==> src/rtl/ram_arb_pkg.sv <==
// Shared definitions for the two-requester RAM arbiter: default widths,
// FSM state type and a small owner-to-one-hot helper.
package ram_arb_pkg;

    localparam int IDX_W_DEF  = 52;
    localparam int DATA_W_DEF = 128;
    localparam int MASK_W_DEF = DATA_W_DEF / 8;

    typedef enum logic [1:0] {
        ST_IDLE   = 2'd0,
        ST_ACCESS = 2'd1,
        ST_RESP   = 2'd2
    } state_t;

    function automatic logic [1:0] onehot_of(input logic id);
        return id ? 2'b10 : 2'b01;
    endfunction

endpackage

==> src/rtl/rr_arbiter2.sv <==
// Two-way round-robin grant: when both requesters are valid the pointer
// decides, otherwise the only valid requester wins.
module rr_arbiter2 (
    input  logic [1:0] valid,
    input  logic       ptr,
    output logic [1:0] grant
);

    always_comb begin
        grant = 2'b00;
        if (valid == 2'b11) begin
            grant = ptr ? 2'b10 : 2'b01;
        end else begin
            grant = valid;
        end
    end

endmodule

==> src/rtl/ram_arbiter.sv <==
// Serialises two requesters onto a single combinational-read RAM model,
// one transaction in flight, round-robin fairness between requesters.
module ram_arbiter
    import ram_arb_pkg::*;
#(
    parameter  int IDX_W  = IDX_W_DEF,
    parameter  int DATA_W = DATA_W_DEF,
    localparam int MASK_W = DATA_W / 8
) (
    input  logic                  clk,
    input  logic                  reset,
    input  logic [1:0]            req_valid,
    output logic [1:0]            req_ready,
    input  logic [1:0]            req_wen,
    input  logic [2*IDX_W-1:0]    req_idx,
    input  logic [2*DATA_W-1:0]   req_wdata,
    input  logic [2*MASK_W-1:0]   req_wmask,
    output logic [1:0]            resp_valid,
    input  logic [1:0]            resp_ready,
    output logic [DATA_W-1:0]     resp_rdata,
    output logic                  ram_en,
    output logic                  ram_wen,
    output logic [IDX_W-1:0]      ram_rIdx,
    output logic [IDX_W-1:0]      ram_wIdx,
    output logic [DATA_W-1:0]     ram_wdata,
    output logic [MASK_W-1:0]     ram_wmask,
    input  logic [DATA_W-1:0]     ram_rdata
);

    state_t              state;
    state_t              state_nx;
    logic                ptr;
    logic                owner;
    logic                lat_wen;
    logic [IDX_W-1:0]    lat_idx;
    logic [DATA_W-1:0]   lat_wdata;
    logic [MASK_W-1:0]   lat_wmask;
    logic [DATA_W-1:0]   resp_data;
    logic [1:0]          grant;
    logic                handshake;
    logic                resp_done;

    rr_arbiter2 u_rr (
        .valid (req_valid),
        .ptr   (ptr),
        .grant (grant)
    );

    // grant is always a subset of req_valid, so any grant bit is a handshake.
    assign handshake  = (state == ST_IDLE) && (grant != 2'b00);
    assign resp_done  = (state == ST_RESP) && resp_ready[owner];
    assign resp_rdata = resp_data;

    always_ff @(posedge clk or posedge reset) begin
        if (reset) begin
            state <= ST_IDLE;
        end else begin
            state <= state_nx;
        end
    end

    always_comb begin
        state_nx   = state;
        req_ready  = 2'b00;
        resp_valid = 2'b00;
        ram_en     = 1'b0;
        ram_wen    = 1'b0;
        ram_rIdx   = '0;
        ram_wIdx   = '0;
        ram_wdata  = '0;
        ram_wmask  = '0;
        case (state)
            ST_IDLE: begin
                req_ready = reset ? 2'b00 : grant;
                if (handshake) begin
                    state_nx = ST_ACCESS;
                end
            end
            ST_ACCESS: begin
                ram_en    = 1'b1;
                ram_wen   = lat_wen;
                ram_rIdx  = lat_idx;
                ram_wIdx  = lat_idx;
                ram_wdata = lat_wdata;
                ram_wmask = lat_wmask;
                state_nx  = ST_RESP;
            end
            ST_RESP: begin
                resp_valid = onehot_of(owner);
                if (resp_ready[owner]) begin
                    state_nx = ST_IDLE;
                end
            end
            default: begin
                state_nx = ST_IDLE;
            end
        endcase
    end

    // Writes are acknowledged with zero data so both kinds share one response path.
    always_ff @(posedge clk or posedge reset) begin
        if (reset) begin
            ptr       <= 1'b0;
            owner     <= 1'b0;
            lat_wen   <= 1'b0;
            lat_idx   <= '0;
            lat_wdata <= '0;
            lat_wmask <= '0;
            resp_data <= '0;
        end else begin
            if (handshake) begin
                owner     <= grant[1];
                lat_wen   <= req_wen[grant[1]];
                lat_idx   <= req_idx[grant[1]*IDX_W +: IDX_W];
                lat_wdata <= req_wdata[grant[1]*DATA_W +: DATA_W];
                lat_wmask <= req_wmask[grant[1]*MASK_W +: MASK_W];
            end
            if (state == ST_ACCESS) begin
                resp_data <= lat_wen ? '0 : ram_rdata;
            end
            if (resp_done) begin
                ptr <= ~owner;
            end
        end
    end

endmodule

==> config.mk <==
export PLATFORM = sky130hd
export DESIGN_NAME = ram_arbiter
export DESIGN_NICKNAME = d
export VERILOG_FILES = /design/src/rtl/ram_arb_pkg.sv /design/src/rtl/rr_arbiter2.sv /design/src/rtl/ram_arbiter.sv
export SDC_FILE = /design/constraint.sdc
export NUM_CORES = 1
export LEC_CHECK = 0
export CAP_MARGIN = 20
export CORE_AREA = 2 2 351 353
export CTS_BUF_LIST = sky130_fd_sc_hd__clkbuf_2
export DETAILED_ROUTE_END_ITERATION = 10
export DIE_AREA = 0 0 353 355
export GPL_ROUTABILITY_DRIVEN = 0
export SLEW_MARGIN = 20
export SYNTH_ARGS = -nofsm -noshare
export SYNTH_HDL_FRONTEND = slang
export SYNTH_SLANG_ARGS = --single-unit
==> constraint.sdc <==
create_clock -name clk -period 16.9 [get_ports clk]
set_clock_uncertainty 0.15 [all_clocks]
set_input_delay 3.38 -clock clk [delete_from_list [all_inputs] [get_ports clk]]
set_output_delay 3.38 -clock clk [all_outputs]
set_load 0.01 [all_outputs]
======== Word level (Yosys, flattened, before mapping) ========
Cells that the tools add are included.
word-level totals
  output and inout port bits .............. 382
  logic and storage cells ................. 44
  register bits after elaboration ......... 329
cells by class
  reductions and logical operators ........ 5
  magnitude comparators ................... 2
  shifts and indexed selects .............. 3
  equal/unequal tests ..................... 5
  bitwise logic cells ..................... 1
  multipliers ............................. 1
  muxes and demuxes ....................... 19
operators with widths
  cell                 count
  $mux 128             2
  $shiftx 256x9->128   1
  $shiftx 104x8->52    1
  $mux 52              1
  $shiftx 32x6->16     1
  $mux 16              1
  $mux 2               8
  $mux 1               6
  $pmux 2 s3           1
  $mul 1x4->5 const B  1
  $eq 2x2->1 const B   2
  $lt 1x2->1 const B   2
  $eq 2x1->1 const B   1
  $logic_and 1x1->1    2
  $logic_not 2->1      1
  $ne 2x1->1 const B   1
  $ne 2x2->1 const B   1
  $reduce_and 2->1     1
  $reduce_bool 2->1    1
  $not 1->1            1

======== Depth between registers and ports, before layout ========
  word-level depth ........................ 6
  mapped depth ............................ 7
  depth with buffers taken out ............ 3

======== By module ========
A second synthesis with hierarchy kept.
unflattened totals
  cell total of the unflattened synthesis .. 1487
  area, all modules ....................... 17355.4 µm²
by module, submodules not included
  module       seq. area each (µm²)  cells an instance  area an instance (µm²)  instances
  ram_arbiter  8232.9                1484               17336.6                 1
  rr_arbiter2  0.0                   3                  18.8                    1

======== Least setup slack after synthesis ========
Ideal clock, no wire load.
  path type ............................... input port to output port
  from .................................... in req_valid[1]
  to ...................................... out req_ready[1]
  stages .................................. 4
  required time ........................... 13.370 ns
  slack ................................... 9.156 ns
  buffers on the path ..................... 2
  arrival ................................. 4.214 ns
  path through ............................ inv_2 clkbuf_1 clkbuf_1 nor4_1
on the way
  cells in the longest elaborated chain, start to end .. 4
ends and longest elaborated chain
  item         line               text
  from (decl)  ram_arbiter.sv:12  input logic [1:0] req_valid,
  $eq 2x2->1   rr_arbiter2.sv:11  if (valid == 2'b11) begin
  $mux 2 (*)   rr_arbiter2.sv:11
  $mux 2 (*)   ram_arbiter.sv:74  req_ready = reset ? 2'b00 : grant;
  $mux 2 (*)   ram_arbiter.sv:72  case (state)
  to (decl)    ram_arbiter.sv:13  output logic [1:0] req_ready,
Mark *: on every way between the ends. The rest lies on a longest branch, timed or not.

======== Worst setup path in the final report ========
  from .................................... in req_valid[0]
  to ...................................... out req_ready[1]
on the way
  cells in the longest elaborated chain, start to end .. 4
ends and longest elaborated chain
  item        line
  $eq 2x2->1  rr_arbiter2.sv:11
  $mux 2      rr_arbiter2.sv:11
  $mux 2      ram_arbiter.sv:74
  $mux 2      ram_arbiter.sv:72
No other way between the ends.

==> results.md <==
- Final Critical Period: 9.63 ns
- Distinct cells, synth: 26
- Prevailing post-synth register cell: dfrtp_1
- Total track usage: 0.155
- H-tree depth: 3
- Worst Hold End: resp_rdata[9]
- Synth-to-Final Area Change: 63.6%
- Outcome: completed
- Die Ht: 355 um
- Dpl cell area: 27400 um2
- Core Area: 121000 um2
- Pwr dens: 170 nW/um2
- Worst Path Class, Setup: input port to output port
- Rel. slew slack: 0.214
- First-pass GRT wire length: approximately 140000 um
- Residual DRC: 0
- GR Overflow Total: 0
- Post-synth EDFFs: 0
- Peak VDD IR: 80.2 uV
- Post-synthesis compound-gate area fraction: 0.296
- Skew-Pair Late Insertion Delay: 1.09 ns
- Mux share of post-synthesis cell area: 0
- Initial core utilization: 0.142
- Tcrit/Tclk final: 0.570
- Simple logic cell fraction of the synthesized area: 0.151
- Max_cap viols: 0
- Hold depth: 2
- CTS tree: yes
- Vias per cell: 4.25
- DP HPWL: 74500 um
- Initial antenna violation count: 50
- CTS Buf Count: 100
- Largest delay contributor family on the critical path: buffers and inverters
- Worst path most repeated cell: clkdlybuf4s50_1
- Final WL: 102000 um
- Placed Instances: 4086
- FMAX: 104 MHz
- Crit end category: output port
- Vias in the first global route: between 15000 and 20000
- Pre-CTS setup slack: 7.28 ns
- CTS clock-pin slew for the worst setup and hold paths: 0.08 ns
- DIE WIDTH: 353 um
- Clk root buf: clkbuf_2
- Synth Area per Inst: 9.64 um2
- RSZ-0062 raised after global routing: false
- Routed Antenna Nets: 0
- Top-count cell post-synth: dfrtp_1
- Max Root-Sink Buffers: 3
- Die area: 125000 um2
- Max incr delay on CP: 0.85 ns
- Register area share after synthesis: 0.476
- XOR/XNOR Fraction of Synth Area: 0
- Synth top area share: 0.476
- Largest net degree at the start of global routing: 160
- Final setup TNS: 0 ns
- Lkg Pwr: between 10 and 15 nW
- Worst Hold Class: flop to flop
- Synth top area cells: dfrtp_1 48%, a2bb2oi_1 10%, a311oi_1 10%
- Synth warn: 0
- Final setup margin: just over 7 ns
- Post-synth top area cell: dfrtp_1
- Port-buffer cells: approximately 900
- Flop2flop setup slack: about 13 ns
- Gate Count Post-Synth: 1794
- DR pass1 iterations: 5
- Wire per inst: 23.8 um
- Via count: 18100
- Cell area after synthesis: 17300 um2
- Crit Path Max Fanout: 30
- Clock Sink Count: 329
- Final Max Tran Viols: 0
- Critical R2R Launch: ptr
- Post-Synth Adder-Cell Area: 0
- Fin cells: approximately 4300
- Fraction of synthesis flops using an asynchronous set or reset pin: 1.00
- Boundary pin count: about 900
- Worst-path cell chain: clkdlybuf4s50_1, nor2b_4, buf_4, nor4_1, clkdlybuf4s50_1
- Design Area, Final: 28300 um2
- Starting DRT DRC Count: 1384
- Min-delay src: resp_rdata[9]
- Worst EP required: 13.37 ns
- # fillers: about 13000
- Cts repair resizes: 0
- Crit path DAT: 6.10 ns
- # hold bufs at CTS: 0
- Bufs and invs on worst path: 3
- Reg2Reg Depth: 6
- Flops & latches, synth: 329
- Post-CTS setup buffers: 0
- Critical Path Slowest Stage Cell: nor4_1
- # setup viols final: 0
- Capturing point of the worst reg2reg path: lat_wdata[40]
- Synthesized Nets: 2322
- Layout cell share with drive strength beyond 1: 0.0720
- Main combinational cell family by area after synthesis: compound AO/OA/AOI/OAI gates
- Row count: approximately 130
- Worst-Margin Slew: 1.18 ns
- Startpoint Class: input port
- Final hold vios: 0
- Final net count: 3091
- Commonest cells in the netlist: 329 x dfrtp_1, 300 x o21ai_0, 197 x a2bb2oi_1, 197 x a311oi_1, 197 x and2_1
per-stage QoR:
step / power, mW / util / hold slack (ns)
global placement: 4.19 / 0.225 / 0.315
CTS: 4.93 / 0.233 / 0.340
floorplan: 2.79 / - / 0.347
detailed placement: 4.22 / 0.225 / 0.320
finish: 4.80 / 0.233 / 0.332
global route: 5.15 / 0.233 / 0.359
worst min-delay path, stage by stage, from the launching register on:
cell	delay [ns]
dfrtp_1	0.35
nand2_1	0.05
o21ai_0	0.06
kinds of logic (layout without fill, tap and decap cells):
group | count (synthesis) | in the layout
DFF | 329 | 329
buffers and inverters | 271 | 1116
AOI/OAI and AO/OA | 726 | 726
and+or+nand+nor | 468 | 468
other | 0 | 9
worst max path at each step:
stage	start	slack [ns]	cells after the start	to
after global placement	req_valid[0]	7.24	5	req_ready[1]
after CTS	req_valid[0]	7.26	5	req_ready[1]
final	req_valid[0]	7.27	5	req_ready[1]
after detailed placement	req_valid[0]	7.28	5	req_ready[1]
after global routing	req_valid[0]	7.18	5	req_ready[1]
after floorplan	reset	4.26	1	lat_idx[0]
registers in the layout, summed over array words and instances, names as in the netlist:
name	cells
lat_wmask	16
resp_rdata	128
owner	1
ptr	1
lat_wdata	128
state	2
lat_idx	52
lat_wen	1
routing by layer:
layer	global-route usage	wire length [um]
met1	0.170	37400
met2	0.282	52200
met3	0.0499	8330
met4	0.0517	3460
met5	0	182
cell usage in the layout, fill, tap and decap left out, types with 2 or more instances in the layout:
cell,count
nor2_1,4
dfrtp_1,328
and2_1,197
diode_2,9
a2bb2oi_1,197
inv_8,4
buf_4,22
a21oi_1,2
inv_1,2
o21ai_0,300
nand2b_1,129
inv_6,2
a311oi_1,197
o21ai_1,28
a31oi_1,2
nand2_1,129
clkinv_1,23
clkinv_4,2
clkbuf_2,146
nand2b_4,2
clkdlybuf4s50_1,908
clkinv_2,2
power breakdown:
group          leakage [nW]  switching [mW]  internal, mW
Combinational          5.84            1.34          1.36
Sequential             3.94           0.269          1.17
Clock                 0.689           0.422         0.243
cell type report:
| class | instances | area (um2) | area share |
|---|---|---|---|
| Sequential cell | 329 | 8240 | 0.291 |
| Inverter | 5 | 38.8 | 0.00137 |
| Timing Repair Buffer | 933 | 9300 | 0.329 |
| Clock inverter | 32 | 178 | 0.00628 |
| Clock buffer | 146 | 731 | 0.0258 |
| Tap cell | 1625 | 2030 | 0.0719 |
| Antenna cell | 9 | 22.5 | 0.000796 |
| Multi-Input combinational cell | 1194 | 7750 | 0.274 |
No activity file was read; power rests on OpenSTA's default activity.
==> RTL edit, RTL diff (same flow settings) <==
The package constant `DATA_W_DEF` goes from 128 to 64.
--- a/src/rtl/ram_arb_pkg.sv
+++ b/src/rtl/ram_arb_pkg.sv
@@ -3,7 +3,7 @@
 package ram_arb_pkg;
 
     localparam int IDX_W_DEF  = 52;
-    localparam int DATA_W_DEF = 128;
+    localparam int DATA_W_DEF = 64;
     localparam int MASK_W_DEF = DATA_W_DEF / 8;
 
     typedef enum logic [1:0] {
Ports: changed (6 resized); port bits go from 910 to 566. The function was not compared with the original's and may differ.
==> RTL edit against the original RTL <==
Final area is 37% lower. Synthesized area fell by 39%. Sequential share of layout area decreased by 1.8 points. Routed wire length down 48%. Synthesized cell count is 39% lower. Sequential cell count shrank 136. Total power decreased by 43%. Worst setup slack improved by 0.51 ns. Non-clock buffer count shrank 347. Register-to-register slack improved by 0.52 ns. Core utilization shrank 8.7 points.
==> RTL edit: results <==
{
  "wl_met2_um": 24760,
  "placedCellCount": 3121,
  "hp-start": "resp_rdata[16]",
  "layout-drive-gt1-share_pct": 4.123,
  "antenna_found_initial": 9,
  "postSynthNetCount": 1412,
  "path_clk_slew_ns": 0.34,
  "h-tree-depth": 4,
  "fin_cells": 3158,
  "fin_nets": 1835,
  "ir_drop_mv": 0.09267,
  "grt_pass1_wl_um": 75560,
  "cts_buffers": 17,
  "syn_area_per_cell_um2": 9.690,
  "drt_iter0_drc": 667,
  "p_leak_nw": 6.320,
  "tightestPinTransition_ns": 0.9957,
  "grt_pass1_vias": 11200,
  "port_buffers": 565,
  "regToRegSetupSlack_ns": 13.69,
  "r2r_start": "state[1]",
  "dp_hpwl_um": 37370,
  "status": "finished clean",
  "cp_max_fo": 4,
  "cp.arrival_ns": 5.59,
  "ys_top_cells_by_area": "dfrtp_1 (46%), a2bb2oi_1 (10%), a311oi_1 (10%)"
}
==> RTL edit: changes by cell type after synthesis, sizes merged, moves of 2 or more <==
cell     delta
buf        -36
a311oi     -72
nand3b     +64
o21ai     -199
clkbuf     -48
nand2b    -128
dfrtp     -136
and2       -72
nor2        -2
a2bb2oi    -72
==> RTL edit: cell families after synthesis <==
kind of cell    Yosys count  share of synthesized area, %
compound gates          383                         27.05
simple gates            328                         17.35
flops                   193                         45.64
buf+inv                 188                         9.956
==> RTL edit: area by class of cell <==
type                            count  area (um2)  share of cell area, %
Clock buffer                       17       85.08                 0.4803
Tap cell                         1625        2033                  11.48
Clock inverter                     15       186.4                  1.052
Sequential cell                   193        4831                  27.27
Inverter                            6       37.54                 0.2119
Antenna cell                        5       12.51                0.07063
Timing Repair Buffer              586        5814                  32.82
Multi-Input combinational cell    711        4715                  26.61
==> RTL edit: per-layer routing <==
| metal | track usage, % | up-vias |
|---|---|---|
| li1 | - | 4834 |
| met1 | 9.661 | 5318 |
| met2 | 13.38 | 569 |
| met3 | 3.036 | 58 |
| met4 | 3.566 | 4 |
| met5 | 0 | - |
==> RTL edit: stage by stage <==
step           util, %  instance area (um2)  setup WS (ns)  power, mW  hold WS (ns)
3_3_place_gp     14.36                17430          7.733      2.469        0.3013
2_1_floorplan        -                10580          8.114      1.710        0.3465
4_1_cts          14.58                17700          7.747      2.787        0.3655
3_5_place_dp     14.36                17430          7.753      2.477        0.3051
6_report         14.59                17710          7.777      2.729        0.3603
5_1_grt          14.59                17710          7.743      2.914        0.3787
==> RTL edit: path summary, 6_finish.rpt <==
| kind | end | cells past startpoint |
|---|---|---|
| setup / recovery | req_ready[0] | 5 |
| hold / removal | resp_rdata[16] | 2 |
| setup reg to reg | lat_wdata[51] | 5 |
| max in group asynchronous | lat_wdata[29] | 3 |
| min in group asynchronous | resp_rdata[6] | 2 |
| hold reg to reg | resp_rdata[16] | 2 |
==> RTL edit: worst max-delay path: stages <==
cell             delay, ns
clkdlybuf4s50_1       0.82
inv_1                 0.21
a2111oi_1             0.42
buf_4                 0.20
clkdlybuf4s50_1       0.54
==> RTL edit: where the power goes <==
| part | switching, mW | total (mW) | internal [mW] |
|---|---|---|---|
| Combinational | 0.786 | 1.63 | 0.844 |
| Clock | 0.230 | 0.283 | 0.0535 |
| Sequential | 0.132 | 0.816 | 0.684 |
